--- config.mk ---
export PLATFORM = sky130hd
export DESIGN_NAME = issue_ctrl_flat
export DESIGN_NICKNAME = d
export VERILOG_FILES = /design/src/rtl/issue_ctrl_pkg.sv /design/src/rtl/issue_ctrl_if.sv /design/src/rtl/issue_scoreboard.sv /design/src/rtl/issue_ctrl.sv /design/src/flat_wrapper.sv
export SDC_FILE = /design/constraint.sdc
export NUM_CORES = 1
export LEC_CHECK = 0
export CORE_MARGIN = 4
export CORE_UTILIZATION = 47
export CTS_BUF_LIST = sky130_fd_sc_hd__clkbuf_2
export DETAILED_ROUTE_END_ITERATION = 10
export PLACE_DENSITY_LB_ADDON = 0.15
export SLEW_MARGIN = 20
export SYNTH_ARGS = -nofsm -noshare
export SYNTH_HDL_FRONTEND = slang
export SYNTH_SLANG_ARGS = --single-unit
export TNS_END_PERCENT = 50
--- constraint.sdc ---
create_clock -name clk -period 4.65 [get_ports clk]
set_clock_uncertainty 0.1 [all_clocks]
set_input_delay 0.6975 -clock clk [delete_from_list [all_inputs] [get_ports clk]]
set_output_delay 0.6975 -clock clk [all_outputs]
set_load 0.01 [all_outputs]
--- src/rtl/issue_ctrl_pkg.sv ---
// issue_ctrl_pkg: shared register-file constants and scoreboard mask helper
package issue_ctrl_pkg;
  localparam int NREG = 32;
  localparam int REG_IDX_W = 5;
  localparam int PERF_W = 32;
  localparam logic [REG_IDX_W-1:0] REG_X0 = '0;
  typedef logic [REG_IDX_W-1:0] reg_idx_t;
  function automatic logic [NREG-1:0] idx_mask(input logic en, input reg_idx_t i);
    return (en && i != REG_X0) ? NREG'(1) << i : '0;
  endfunction
endpackage

--- src/rtl/issue_ctrl_if.sv ---
// issue_if: decode/execute/LSU/status signal bundle of issue_ctrl
// ports: master = decode/EX/LSU side driving requests, slave = issue_ctrl
interface issue_if #(parameter int PC_W = 64);
  import issue_ctrl_pkg::*;
  logic flush, id_valid, id_ready;
  logic [31:0] id_insn;
  logic [PC_W-1:0] id_pc;
  logic id_rs1_re, id_rs2_re, id_rf_we, id_ld;
  reg_idx_t id_rs1_addr, id_rs2_addr, id_rd;
  logic ex_valid, ex_ready, ex_rf_we, ex_ld;
  logic [31:0] ex_insn;
  logic [PC_W-1:0] ex_pc;
  reg_idx_t ex_rd;
  logic lsu_wb_valid;
  reg_idx_t lsu_wb_rd;
  logic [NREG-1:0] sb_pending;
  logic [3:0] ld_outstanding;
  logic [PERF_W-1:0] stall_cycles;
  logic sb_err;
  modport master (
    output flush, id_valid, id_insn, id_pc, id_rs1_re, id_rs1_addr, id_rs2_re, id_rs2_addr,
           id_rf_we, id_rd, id_ld, ex_ready, lsu_wb_valid, lsu_wb_rd,
    input  id_ready, ex_valid, ex_insn, ex_pc, ex_rf_we, ex_rd, ex_ld,
           sb_pending, ld_outstanding, stall_cycles, sb_err
  );
  modport slave (
    input  flush, id_valid, id_insn, id_pc, id_rs1_re, id_rs1_addr, id_rs2_re, id_rs2_addr,
           id_rf_we, id_rd, id_ld, ex_ready, lsu_wb_valid, lsu_wb_rd,
    output id_ready, ex_valid, ex_insn, ex_pc, ex_rf_we, ex_rd, ex_ld,
           sb_pending, ld_outstanding, stall_cycles, sb_err
  );
endinterface

--- src/rtl/issue_scoreboard.sv ---
// issue_scoreboard: pending-load register bitmap with set/clear and error detect
// ports: i_set/i_set_idx mark, i_clr/i_clr_idx release, i_rs1/i_rs2/i_rd lookups, o_err protocol error
module issue_scoreboard import issue_ctrl_pkg::*; (
  input  logic clk,
  input  logic rst,
  input  logic i_set,
  input  reg_idx_t i_set_idx,
  input  logic i_clr,
  input  reg_idx_t i_clr_idx,
  input  reg_idx_t i_rs1,
  input  reg_idx_t i_rs2,
  input  reg_idx_t i_rd,
  output logic [NREG-1:0] o_pend,
  output logic o_hit_rs1,
  output logic o_hit_rs2,
  output logic o_hit_rd,
  output logic o_err
);
  logic [NREG-1:0] r_pend, w_set, w_clr;
  always_comb begin
    w_set = idx_mask(i_set, i_set_idx);
    w_clr = idx_mask(i_clr, i_clr_idx);
  end
  // clearing an idle entry or colliding with a same-cycle set is a protocol error
  assign o_err = |(w_clr & (w_set | ~r_pend));
  always_ff @(posedge clk)
    if (rst) r_pend <= '0;
    else r_pend <= (r_pend & ~w_clr) | w_set;
  assign o_pend = r_pend;
  assign o_hit_rs1 = r_pend[i_rs1];
  assign o_hit_rs2 = r_pend[i_rs2];
  assign o_hit_rd = r_pend[i_rd];
endmodule

--- src/rtl/issue_ctrl.sv ---
// issue_ctrl: ID->EX issue register with load scoreboard, load credits and stall counter
// ports: clk, rst (sync, active high), bus (issue_if.slave: decode, EX handshake, LSU writeback, status)
module issue_ctrl import issue_ctrl_pkg::*; #(
  parameter int MAX_LD = 2,
  parameter int PC_W = 64
) (
  input logic clk,
  input logic rst,
  issue_if.slave bus
);
  logic w_hit1, w_hit2, w_hitd, w_sb_err;
  logic w_raw1, w_raw2, w_waw, w_no_credit, w_issue, w_inc, w_dec, w_cnt_err;
  logic r_exv, r_we, r_ld, r_err;
  logic [31:0] r_insn;
  logic [PC_W-1:0] r_pc;
  reg_idx_t r_rd;
  logic [3:0] r_cnt;
  logic [PERF_W-1:0] r_stall;
  issue_scoreboard u_sb (
    .clk(clk), .rst(rst),
    .i_set(w_issue & bus.id_ld & bus.id_rf_we), .i_set_idx(bus.id_rd),
    .i_clr(bus.lsu_wb_valid), .i_clr_idx(bus.lsu_wb_rd),
    .i_rs1(bus.id_rs1_addr), .i_rs2(bus.id_rs2_addr), .i_rd(bus.id_rd),
    .o_pend(bus.sb_pending), .o_hit_rs1(w_hit1), .o_hit_rs2(w_hit2), .o_hit_rd(w_hitd),
    .o_err(w_sb_err)
  );
  // hazards use registered state only: a same-cycle writeback does not unblock issue
  always_comb begin
    w_raw1 = bus.id_rs1_re & (bus.id_rs1_addr != REG_X0) & w_hit1;
    w_raw2 = bus.id_rs2_re & (bus.id_rs2_addr != REG_X0) & w_hit2;
    w_waw = bus.id_rf_we & (bus.id_rd != REG_X0) & w_hitd;
    w_no_credit = bus.id_ld & (r_cnt == 4'(MAX_LD));
    w_issue = bus.id_valid & ~bus.flush & (~r_exv | bus.ex_ready) & ~w_raw1 & ~w_raw2 & ~w_waw & ~w_no_credit;
    w_inc = w_issue & bus.id_ld;
    w_dec = bus.lsu_wb_valid & (r_cnt != 4'd0);
    w_cnt_err = bus.lsu_wb_valid & (r_cnt == 4'd0);
  end
  always_ff @(posedge clk)
    if (rst) begin
      r_exv <= 1'b0;
      r_insn <= '0;
      r_pc <= '0;
      r_we <= 1'b0;
      r_rd <= '0;
      r_ld <= 1'b0;
      r_cnt <= '0;
      r_stall <= '0;
      r_err <= 1'b0;
    end else begin
      if (bus.flush) r_exv <= 1'b0;
      else if (w_issue) begin
        r_exv <= 1'b1;
        r_insn <= bus.id_insn;
        r_pc <= bus.id_pc;
        r_we <= bus.id_rf_we;
        r_rd <= bus.id_rd;
        r_ld <= bus.id_ld;
      end else if (bus.ex_ready) r_exv <= 1'b0;
      r_cnt <= r_cnt + 4'(w_inc) - 4'(w_dec);
      r_stall <= r_stall + PERF_W'(bus.id_valid & ~w_issue & ~bus.flush);
      r_err <= r_err | w_sb_err | w_cnt_err;
    end
  assign bus.id_ready = w_issue;
  assign bus.ex_valid = r_exv;
  assign bus.ex_insn = r_insn;
  assign bus.ex_pc = r_pc;
  assign bus.ex_rf_we = r_we;
  assign bus.ex_rd = r_rd;
  assign bus.ex_ld = r_ld;
  assign bus.ld_outstanding = r_cnt;
  assign bus.stall_cycles = r_stall;
  assign bus.sb_err = r_err;
endmodule

--- src/flat_wrapper.sv ---
// flat-port wrapper written by rule: the top's interface ports become plain ports
module issue_ctrl_flat import issue_ctrl_pkg::*;
#(
  parameter int MAX_LD = 2,
  parameter int PC_W = 64
)
  (clk, rst, bus_flush, bus_id_valid, bus_id_insn, bus_id_pc, bus_id_rs1_re, bus_id_rs1_addr, bus_id_rs2_re, bus_id_rs2_addr, bus_id_rf_we, bus_id_rd, bus_id_ld, bus_ex_ready, bus_lsu_wb_valid, bus_lsu_wb_rd, bus_id_ready, bus_ex_valid, bus_ex_insn, bus_ex_pc, bus_ex_rf_we, bus_ex_rd, bus_ex_ld, bus_sb_pending, bus_ld_outstanding, bus_stall_cycles, bus_sb_err);
  issue_if #(.PC_W(PC_W)) bus_i ();
  input logic clk;
  input logic rst;
  input wire logic [$bits(bus_i.flush)-1:0] bus_flush;
  input wire logic [$bits(bus_i.id_valid)-1:0] bus_id_valid;
  input wire logic [$bits(bus_i.id_insn)-1:0] bus_id_insn;
  input wire logic [$bits(bus_i.id_pc)-1:0] bus_id_pc;
  input wire logic [$bits(bus_i.id_rs1_re)-1:0] bus_id_rs1_re;
  input wire logic [$bits(bus_i.id_rs1_addr)-1:0] bus_id_rs1_addr;
  input wire logic [$bits(bus_i.id_rs2_re)-1:0] bus_id_rs2_re;
  input wire logic [$bits(bus_i.id_rs2_addr)-1:0] bus_id_rs2_addr;
  input wire logic [$bits(bus_i.id_rf_we)-1:0] bus_id_rf_we;
  input wire logic [$bits(bus_i.id_rd)-1:0] bus_id_rd;
  input wire logic [$bits(bus_i.id_ld)-1:0] bus_id_ld;
  input wire logic [$bits(bus_i.ex_ready)-1:0] bus_ex_ready;
  input wire logic [$bits(bus_i.lsu_wb_valid)-1:0] bus_lsu_wb_valid;
  input wire logic [$bits(bus_i.lsu_wb_rd)-1:0] bus_lsu_wb_rd;
  output wire logic [$bits(bus_i.id_ready)-1:0] bus_id_ready;
  output wire logic [$bits(bus_i.ex_valid)-1:0] bus_ex_valid;
  output wire logic [$bits(bus_i.ex_insn)-1:0] bus_ex_insn;
  output wire logic [$bits(bus_i.ex_pc)-1:0] bus_ex_pc;
  output wire logic [$bits(bus_i.ex_rf_we)-1:0] bus_ex_rf_we;
  output wire logic [$bits(bus_i.ex_rd)-1:0] bus_ex_rd;
  output wire logic [$bits(bus_i.ex_ld)-1:0] bus_ex_ld;
  output wire logic [$bits(bus_i.sb_pending)-1:0] bus_sb_pending;
  output wire logic [$bits(bus_i.ld_outstanding)-1:0] bus_ld_outstanding;
  output wire logic [$bits(bus_i.stall_cycles)-1:0] bus_stall_cycles;
  output wire logic [$bits(bus_i.sb_err)-1:0] bus_sb_err;
  assign bus_i.flush = bus_flush;
  assign bus_i.id_valid = bus_id_valid;
  assign bus_i.id_insn = bus_id_insn;
  assign bus_i.id_pc = bus_id_pc;
  assign bus_i.id_rs1_re = bus_id_rs1_re;
  assign bus_i.id_rs1_addr = bus_id_rs1_addr;
  assign bus_i.id_rs2_re = bus_id_rs2_re;
  assign bus_i.id_rs2_addr = bus_id_rs2_addr;
  assign bus_i.id_rf_we = bus_id_rf_we;
  assign bus_i.id_rd = bus_id_rd;
  assign bus_i.id_ld = bus_id_ld;
  assign bus_i.ex_ready = bus_ex_ready;
  assign bus_i.lsu_wb_valid = bus_lsu_wb_valid;
  assign bus_i.lsu_wb_rd = bus_lsu_wb_rd;
  assign bus_id_ready = bus_i.id_ready;
  assign bus_ex_valid = bus_i.ex_valid;
  assign bus_ex_insn = bus_i.ex_insn;
  assign bus_ex_pc = bus_i.ex_pc;
  assign bus_ex_rf_we = bus_i.ex_rf_we;
  assign bus_ex_rd = bus_i.ex_rd;
  assign bus_ex_ld = bus_i.ex_ld;
  assign bus_sb_pending = bus_i.sb_pending;
  assign bus_ld_outstanding = bus_i.ld_outstanding;
  assign bus_stall_cycles = bus_i.stall_cycles;
  assign bus_sb_err = bus_i.sb_err;
  issue_ctrl #(.MAX_LD(MAX_LD), .PC_W(PC_W)) u_core (.clk(clk), .rst(rst), .bus(bus_i));
endmodule
==> results by group, run 1 <==
Die
  – Initial core utilization: 0.4815
  – Row cnt: between 40 and 50
  – Die Ht: 141.3 um
  – Core ar.: around 17,000 um2
  – Die ar.: around 20,000 um2
  – Io pins: 300
  – Die X: 141.3 um

Power
  – Overall Power: 3.166 mW
  – Peak supply drop: between 0.00015 and 0.0002 V
  – Cell Pwr Density: 271.1 nW/um2
  – P_int: 2.174 mW
  – Clock power frac: 0.254
  – Comb power frac: 0.240
  – Lkg Pwr: 4.032 nW
  – Switching Share: 0.3132
  – Share of power burned in registers: 0.506
  – P_sw: 991.6 uW

Global routing
  – First-pass GRT wire length: 44,150 um
  – Vias in the first global route: between 7,000 and 8,000
  – Pin count of the biggest net entering global routing: 104
  – GRT overflow: 0
  – Initial antenna violation count: 2
  – GRT Util Overall: 0.2757

Worst setup path
  – Worst path max stage delay: 0.62 ns
  – Cells along the critical path: clkdlybuf4s50_1 -> mux4_2 -> mux2_2 -> a221oi_2 -> o211a_4 -> nand2_2 -> inv_1 -> clkdlybuf4s50_1
  – Critical path capture point type: primary output
  – Critical Path Source Type: input pin
  – WP buf/inv: 3
  – Cell mode on critical path: clkdlybuf4s50_1
  – Launch point of the worst path: bus_id_rs1_addr[0]
  – CP arrival: 3.45 ns
  – Critical setup path kind: in -> out
  – Reg-to-reg slack, setup: 0.98 ns
  – Family with the most delay on the worst path: buffers and inverters
  – CP max-delay cell: clkdlybuf4s50_1
  – Crit-path max FO: 4
  – Req. time, crit path: 3.85 ns
  – Reg2reg start: u_core.u_sb.o_pend[4]$_SDFF_PP0_

Synthesis
  – Seq/Total Area, Yosys: 0.4144
  – Top FF cell, synth: dfxtp_1
  – Largest area contributor in the netlist: dfxtp_1
  – Fraction of registers with async set/reset: 0
  – Largest cells by area after synthesis: dfxtp_1 41%, nand3_1 7.4%, a21oi_1 6.9%, mux4_2 6.7%, o21ai_0 6.7%
  – Post-synth EDFFs: 0
  – Syn Nets: 1,062
  – Avg Cell Area, Syn: approximately 9.0 um2
  – Synthesized area: 8357 um2
  – Post-synth top area share: 0.4144
  – Warnings from Yosys: 0
  – Library cells used by synthesis: 59
  – Mapped Cells: 928
  – #FFs+latches synth: approximately 170

Drt
  – Pre-antenna DRT Iters: 5
  – Final ANT Viol Nets: 0
  – Uppermost layer routed: met5
  – Vias: 8,464
  – M1 WL: between 10,000 and 15,000 um
  – Met2 routed WL: roughly 14,000 um
  – Via density: 6.003
  – Initial drt markers: 713
  – Final WL: roughly 29,000 um
  – Remaining DRCs: 0
  – Met3 wire len: around 2800 um
  – WL per Instance: 20.49 um

STA
  – Setup Viol. Count Final: 0
  – Final TNS setup: 0 ns
  – Setup ws final: 0.4001 ns
  – Final period util: 0.9139
  – Min cycle time layout: 4.250 ns
  – Slew @ Worst Pin: 0.9168 ns
  – Count of final hold-check violations: 0
  – Max_slew headroom: 0.3888
  – Pins Over Slew Limit: 0
  – Max Clk Rate: approximately 240 MHz
  – Unrepaired setup endpoints after global routing: false

Clock tree
  – Post-CTS Repair Setup Buffers: 0
  – Clk_lat worst skew: ~0.75 ns
  – CTS root buf: clkbuf_2
  – CTS HTree Levels: 4
  – # resized after CTS: 0
  – Bufs on Longest Clock Path: 2
  – Clock Pin Slew Worst Setup and Hold Paths: 0.26 ns
  – Clk sinks: 173
  – CTS tree: yes
  – Hold buffers post-CTS: 0
  – TritonCTS Buffers: 17

Status
  – Status: finished, final reports clean

Final layout
  – Area Growth Syn to Fin: 39.75%
  – Sequential Area: 3463 um2
  – Filler cell count: 1,436
  – Multi-input logic area: ~4400 um2
  – Post-layout net count: around 1,300
  – Fraction of final layout cells with drive strength greater than 1: 0.1005

Worst hold path
  – Hold WC Path Type: in -> reg
  – Hold_sp: bus_id_pc[40]

Placement
  – I/O Buffers: about 300
  – HPWL after DPL: 19,700 um
  – Routability cong.: a little over 1
  – Pre-CTS setup slack: between 0.1 and 0.15 ns

Flow run
  – Maxcap violations: 0
stage by stage:
stage                     instances  hold slack [ns]    util  cell area, um2
final                          1410           0.3771  0.6729           11680
after global routing           1410           0.2766  0.6729           11680
after CTS                      1408           0.2993  0.6709           11640
after floorplan                 928           0.3984       -            8357
after global placement         1378           0.3598  0.6577           11420
after detailed placement       1378           0.3655  0.6577           11420
worst paths after layout:
kind	endpoint	cells past startpoint
setup / recovery	bus_id_ready	8
hold / removal	u_core.bus.ex_pc[40]$_SDFFE_PP0P_	3
hold reg to reg	u_core.bus.ex_insn[24]$_SDFFE_PP0P_	2
setup reg to reg	u_core.bus.stall_cycles[30]$_SDFF_PP0_	15
tightest hold or removal path, cell delays in order:
cell and delay (ns):
clkdlybuf4s50_1 0.40, nand3_1 0.07, a21oi_1 0.05
synthesized netlist by cell type (4+ instances only):
cell type	instances
nand2b_1	8
buf_6	4
buf_2	18
dfxtp_1	173
nor3_1	6
a21oi_1	115
mux2i_1	8
o311ai_0	9
o21ai_0	112
and4_1	4
nor2_1	36
or3_1	7
clkbuf_1	64
inv_1	20
nor2b_1	13
mux4_2	25
buf_1	5
xor2_1	13
xnor2_1	9
mux2_2	4
nand4_1	12
ha_1	7
o22ai_1	5
nand2_1	24
nand3_1	124
o41ai_2	29
o211ai_1	25
state kept, by name (all words and copies together) (netlist names):
name,count
u_core.bus.ex_valid,1
u_core.bus.ld_outstanding,4
u_core.u_sb.o_pend,32
u_core.bus.ex_rf_we,1
u_core.bus.ex_insn,32
u_core.bus.ex_ld,1
u_core.bus.ex_rd,5
u_core.bus.ex_pc,64
u_core.bus.sb_err,1
u_core.bus.stall_cycles,32
power by group through the flow:
stage,Clock (mW),Sequential (mW),Combinational (mW)
floorplan,0,1.66,0.362
global placement,0,1.63,0.747
detailed placement,0,1.63,0.754
CTS,0.823,1.60,0.759
global route,0.886,1.61,0.829
finish,0.804,1.60,0.760
cells in the final DEF, fill, tap and decap left out, types with 5 or more instances in the layout:
cell | Yosys | routed
xor2_1 | 13 | 13
buf_4 | 2 | 18
clkbuf_2 | 1 | 18
o22ai_1 | 5 | 5
nand3_1 | 124 | 124
o41ai_2 | 29 | 29
or3_1 | 7 | 7
o21ai_0 | 112 | 112
clkdlybuf4s50_1 | 0 | 298
nor3_1 | 6 | 6
inv_1 | 20 | 20
ha_1 | 7 | 7
nand4_1 | 12 | 12
mux4_2 | 25 | 25
xnor2_1 | 9 | 9
nor2_1 | 36 | 36
mux2i_1 | 8 | 8
nor2b_1 | 13 | 13
a21oi_1 | 115 | 115
dfxtp_1 | 173 | 173
o311ai_0 | 9 | 9
nand2_1 | 24 | 24
o211ai_1 | 25 | 25
nand2b_1 | 8 | 8
layout make-up:
class / instances / share of cell area
Multi-Input combinational cell: 640 / 0.3790
Sequential cell: 173 / 0.2966
Timing Repair Buffer: 320 / 0.2737
Tap cell: 225 / 0.02411
Clock inverter: 12 / 0.01189
Clock buffer: 18 / 0.007714
Inverter: 21 / 0.006750
Antenna cell: 1 / 0.0002143
kinds of logic after synthesis:
family / synth area share
compound gates: 0.2548
simple gates: 0.1535
flops: 0.4144
buf+inv: 0.05899
mux: 0.08235
xor+xnor: 0.02306
fa+ha+maj: 0.01288
routing by layer:
layer,vias to the layer above,global-route usage
li1,3932,-
met1,3999,0.3558
met2,456,0.4487
met3,75,0.06640
met4,2,0.1040
met5,-,0
Power figures use the tool's default switching activity.
==> run 2: changes to the inputs <==
- SLEW_MARGIN: 20 -> 15
==> run 2 against run 1 <==
  * Worst hold slack worse by 0.018 ns
  * Global-route usage unchanged
  * Register-to-register slack about the same
  * Critical endpoint unchanged
==> results by group, run 2 (synthesis results as in run 1) <==
Worst setup path
  – CP arrival: ~3.4 ns
  – Critical Path Source Type: input pin
  – Crit-path max FO: 4
  – Critical path capture point type: primary output
  – Req. time, crit path: 3.85 ns
  – R2R depth: 15
  – Reg-to-reg endpoint: u_core.bus.stall_cycles[30]$_SDFF_PP0_
  – Reg2reg start: u_core.u_sb.o_pend[7]$_SDFF_PP0_
  – Critical setup path kind: in -> out
  – Reg-to-reg slack, setup: 0.98 ns

STA
  – Unrepaired setup endpoints after global routing: false
  – Pins Over Slew Limit: 0
  – Final period util: 0.9099
  – Final TNS setup: 0 ns
  – Count of final hold-check violations: 0
  – Max Clk Rate: 236.3 MHz
  – Setup Viol. Count Final: 0
  – Slew @ Worst Pin: 1.124 ns
  – Min cycle time layout: 4.231 ns
  – Worst hold-check slack: 0.3595 ns
  – Setup ws final: 0.4189 ns
  – Max_slew headroom: 0.2504

Power
  – Comb power frac: 0.239
  – Cell Pwr Density: between 200 and 300 nW/um2
  – Lkg Pwr: ~4 nW
  – P_int: between 2 and 2.5 mW
  – Share of power burned in registers: 0.506
  – Switching Share: 0.3137
  – Overall Power: 3.164 mW
  – P_sw: 992.5 uW
  – Clock power frac: 0.255
  – Peak supply drop: around 0.00016 V

Die
  – Core ar.: 17,360 um2
  – Io pins: 300
  – Initial core utilization: 0.4815
  – Die Ht: 141.3 um
  – Die ar.: 19,980 um2
  – Row cnt: 48
  – Die X: between 100 and 150 um

Status
  – Status: finished, final reports clean

Final layout
  – Post-route cell area: 11,650 um2
  – Most common cell after layout, fill and taps aside: clkdlybuf4s50_1
  – Final Util: 0.6711
  – Area Growth Syn to Fin: 39.38%
  – Post-layout net count: 1,306
  – Most frequent cells in the layout: 298 x clkdlybuf4s50_1, 173 x dfxtp_1, 124 x nand3_1
  – Fraction of final layout cells with drive strength greater than 1: 0.09975
  – Non-Filler Instances: 1,409
  – Largest register FFs: 64

Worst hold path
  – Endpoint, Worst Hold: u_core.bus.ex_pc[12]$_SDFFE_PP0P_
  – Hold WC Path Type: in -> reg
  – Hold_sp: bus_id_pc[12]
  – Worst hold path depth: 3

Global routing
  – Pin count of the biggest net entering global routing: 104
  – GRT overflow: 0
  – Initial antenna violation count: 2
  – GRT Util Overall: 0.2757
  – First-pass GRT wire length: 44,150 um
  – Vias in the first global route: 7,935

Drt
  – Vias: 8,515
  – Remaining DRCs: 0
  – WL per Instance: 20.48 um
  – Final ANT Viol Nets: 0
  – Final WL: 28,860 um
  – Via density: 6.043
  – Initial drt markers: 780
  – Pre-antenna DRT Iters: 5

Placement
  – Inst Count DP: roughly 1,400
  – Pre-CTS setup slack: 0.1211 ns
  – Routability cong.: 1.007
  – I/O Buffers: 299
  – Placed instance area: 11,420 um2
  – HPWL after DPL: ~20,000 um

Clock tree
  – TritonCTS Buffers: 17
  – CTS root buf: clkbuf_2
  – Clock Pin Slew Worst Setup and Hold Paths: 0.26 ns
  – Post-CTS Repair Setup Buffers: 0
  – Clk sinks: 173
  – Clk_lat worst skew: 0.76 ns
  – CTS tree: yes
  – CTS HTree Levels: 4
  – Hold buffers post-CTS: 0
  – Bufs on Longest Clock Path: 2
  – # resized after CTS: 0

Flow run
  – Maxcap violations: 0
-- run 2: metal layers --
metal,vias up,part of all wire,track usage
li1,3934,-,-
met3,74,0.094,0.06640
met1,4021,0.40,0.3558
met2,484,0.47,0.4487
met5,-,0.00045,0
met4,2,0.035,0.1040
-- run 2: how the worst max path moves through the flow --
| stage | from | to | slack [ns] |
|---|---|---|---|
| after detailed placement | bus_id_rs1_addr[0] | u_core.bus.stall_cycles[30]$_SDFF_PP0_ | 0.12 |
| after global placement | bus_id_rs1_addr[0] | u_core.bus.stall_cycles[30]$_SDFF_PP0_ | 0.18 |
| after floorplan | bus_id_rs2_addr[0] | u_core.bus.stall_cycles[30]$_SDFF_PP0_ | 0.31 |
| after CTS | bus_id_rs1_addr[0] | bus_id_ready | 0.40 |
| final | bus_id_rs1_addr[0] | bus_id_ready | 0.42 |
| after global routing | bus_id_rs1_addr[0] | bus_id_ready | 0.28 |
-- run 2: final cells by class --
| type | count | area, um2 |
|---|---|---|
| clock inverters | 12 | 138.9 |
| well taps | 225 | 281.5 |
| multi-input cells | 640 | 4427 |
| diodes | 1 | 2.502 |
| fillers | 1444 | 5709 |
| flip-flops and latches | 173 | 3463 |
| repair buffers | 319 | 3166 |
| inverters | 21 | 78.83 |
| clock buffers | 18 | 90.09 |
-- run 2: power by group through the flow --
stage / Clock [mW] / Sequential, mW / Combinational, mW
after CTS: 0.823 / 1.60 / 0.759
after global placement: 0 / 1.63 / 0.747
after detailed placement: 0 / 1.63 / 0.754
after global routing: 0.886 / 1.61 / 0.825
final: 0.807 / 1.60 / 0.755
after floorplan: 0 / 1.66 / 0.362
-- run 2: critical path, cell delays in order --
cell	delay, ns
clkdlybuf4s50_1	0.60
mux4_2	0.53
mux2_2	0.29
a221oi_2	0.40
o211a_4	0.24
nand2_2	0.06
inv_1	0.06
clkdlybuf4s50_1	0.56
==> run 3: changes to the inputs <==
- GPL_ROUTABILITY_DRIVEN: not set -> 0
- TNS_END_PERCENT: 50 -> 10
==> run 3 against run 2 <==
  * Final area about the same
  * Global-route usage decreased by 0.27 points
  * Non-clock buffer count increased by 1
  * Critical path type unchanged
  * Largest cell class unchanged
==> results by group, run 3 (synthesis results as in run 1) <==
Drt
  – WL per Instance: 20.00 um
  – Final WL: around 28,000 um
  – Remaining DRCs: 0
  – Vias: 8,463
  – Via density: 5.994
  – Final ANT Viol Nets: 0
  – Initial drt markers: between 700 and 800
  – Pre-antenna DRT Iters: 5

Die
  – Initial core utilization: 0.4815
  – Core ar.: between 15,000 and 20,000 um2
  – Die ar.: 19,980 um2
  – Row cnt: 48
  – Die Ht: 141.3 um
  – Die X: between 100 and 150 um
  – Io pins: 300

STA
  – Min cycle time layout: 4.226 ns
  – Count of final hold-check violations: 0
  – Final period util: 0.9089
  – Setup Viol. Count Final: 0
  – Unrepaired setup endpoints after global routing: false
  – Pins Over Slew Limit: 0
  – Max Clk Rate: 236.6 MHz
  – Slew @ Worst Pin: 1.167 ns
  – Worst hold-check slack: around 0.25 ns
  – Final TNS setup: 0 ns
  – Max_slew headroom: 0.2221

Final layout
  – Most common cell after layout, fill and taps aside: clkdlybuf4s50_1
  – Fraction of final layout cells with drive strength greater than 1: 0.1003
  – Most frequent cells in the layout: 298 x clkdlybuf4s50_1, 173 x dfxtp_1, 124 x nand3_1
  – Area Growth Syn to Fin: 39.27%
  – Non-Filler Instances: about 1,400
  – Filler cell count: roughly 1,500
  – Post-layout net count: approximately 1,300
  – Largest register FFs: between 60 and 70

Clock tree
  – Clock Pin Slew Worst Setup and Hold Paths: 0.30 ns
  – # resized after CTS: 0
  – CTS HTree Levels: 4
  – Post-CTS Repair Setup Buffers: 0
  – Hold buffers post-CTS: 0
  – CTS root buf: clkbuf_2
  – Bufs on Longest Clock Path: 2
  – CTS tree: yes
  – Clk sinks: 173
  – TritonCTS Buffers: 17
  – Clk_lat worst skew: 0.78 ns

Power
  – Lkg Pwr: just over 4 nW
  – Overall Power: 3.175 mW
  – Peak supply drop: between 0.00015 and 0.0002 V
  – Cell Pwr Density: 272.8 nW/um2

Worst setup path
  – Cells along the critical path: clkdlybuf4s50_1 -> mux4_2 -> mux2_2 -> a221oi_2 -> o211a_4 -> nand2_2 -> inv_1 -> clkdlybuf4s50_1
  – Critical setup path kind: in -> out
  – CP arrival: 3.43 ns
  – Worst path max stage delay: 0.59 ns
  – Critical path capture point type: primary output
  – Crit-path max FO: 4
  – Critical Path Source Type: input pin
  – CP max-delay cell: clkdlybuf4s50_1
  – Cell mode on critical path: clkdlybuf4s50_1
  – Req. time, crit path: about 3.9 ns

Global routing
  – GRT overflow: 0
  – Pin count of the biggest net entering global routing: 104
  – First-pass GRT wire length: 44,020 um
  – GRT Util Overall: 0.2730
  – Vias in the first global route: 7,960
  – Initial antenna violation count: 2

Placement
  – Inst Count DP: 1,379
  – I/O Buffers: 299
  – HPWL after DPL: 19,430 um

Flow run
  – Maxcap violations: 0

Status
  – Status: finished, final reports clean

Worst hold path
  – Hold WC Path Type: in -> reg
==> run 3: cell types whose count changed in the layout (fill, tap and decap cells not counted), sizes merged <==
| cell | previous run | this run |
|---|---|---|
| inv | 24 | 30 |
| clkinvlp | 3 | 0 |
| buf | 21 | 22 |
| bufinv | 2 | 1 |
| clkbuf | 18 | 17 |
| clkinv | 4 | 5 |
==> run 3: layer usage <==
layer	wire (um)	up-vias	GRT usage
li1	-	3950	-
met1	11230	4003	0.3567
met2	13530	431	0.4362
met3	2478	77	0.06336
met4	974	2	0.1137
met5	20	-	0
==> run 3: final cells by class <==
class	count	area [um2]	area share
antenna	1	2.502	0.0002150
clock buffer	17	85.08	0.007310
clock inverter	15	152.6	0.01312
inverter	21	78.83	0.006773
multi-input combinational	640	4427	0.3803
sequential	173	3463	0.2976
tap	225	281.5	0.02419
timing repair buffer	320	3148	0.2705
==> run 3: path summary, 6_finish.rpt <==
kind	start	endpoint	slack, ns	depth (start not counted)
min reg2reg	u_core.bus.ex_pc[56]$_SDFFE_PP0P_	u_core.bus.ex_pc[56]$_SDFFE_PP0P_	0.39	2
min	rst	u_core.bus.stall_cycles[5]$_SDFF_PP0_	0.25	2
max	bus_id_rs1_addr[0]	bus_id_ready	0.42	8
max reg2reg	u_core.u_sb.o_pend[7]$_SDFF_PP0_	u_core.bus.stall_cycles[30]$_SDFF_PP0_	0.98	15
==> run 3: critical path: cells and delay by family <==
family	cells	cell delay, ns
muxes	2	0.82
and+or+nand+nor	1	0.06
AOI/OAI and AO/OA	2	0.64
buffers and inverters	3	1.21
==> run 3: power breakdown <==
| part | internal, mW | total [mW] | switching, mW | leakage (nW) |
|---|---|---|---|---|
| clock | 0.218 | 0.823 | 0.605 | 0.146 |
| combinational | 0.357 | 0.747 | 0.390 | 2.47 |
| sequential | 1.56 | 1.60 | 0.0434 | 1.40 |
| total | 2.14 | 3.17 | 1.04 | 4.02 |
==> run 3: stage by stage <==
step / worst slack [ns] / util / instance area, um2
detailed placement: 0.1160 / 0.6567 / 11400
CTS: 0.3991 / 0.6704 / 11640
finish: 0.4237 / 0.6706 / 11640
floorplan: 0.3067 / - / 8357
global route: 0.3108 / 0.6706 / 11640
global placement: 0.1887 / 0.6567 / 11400
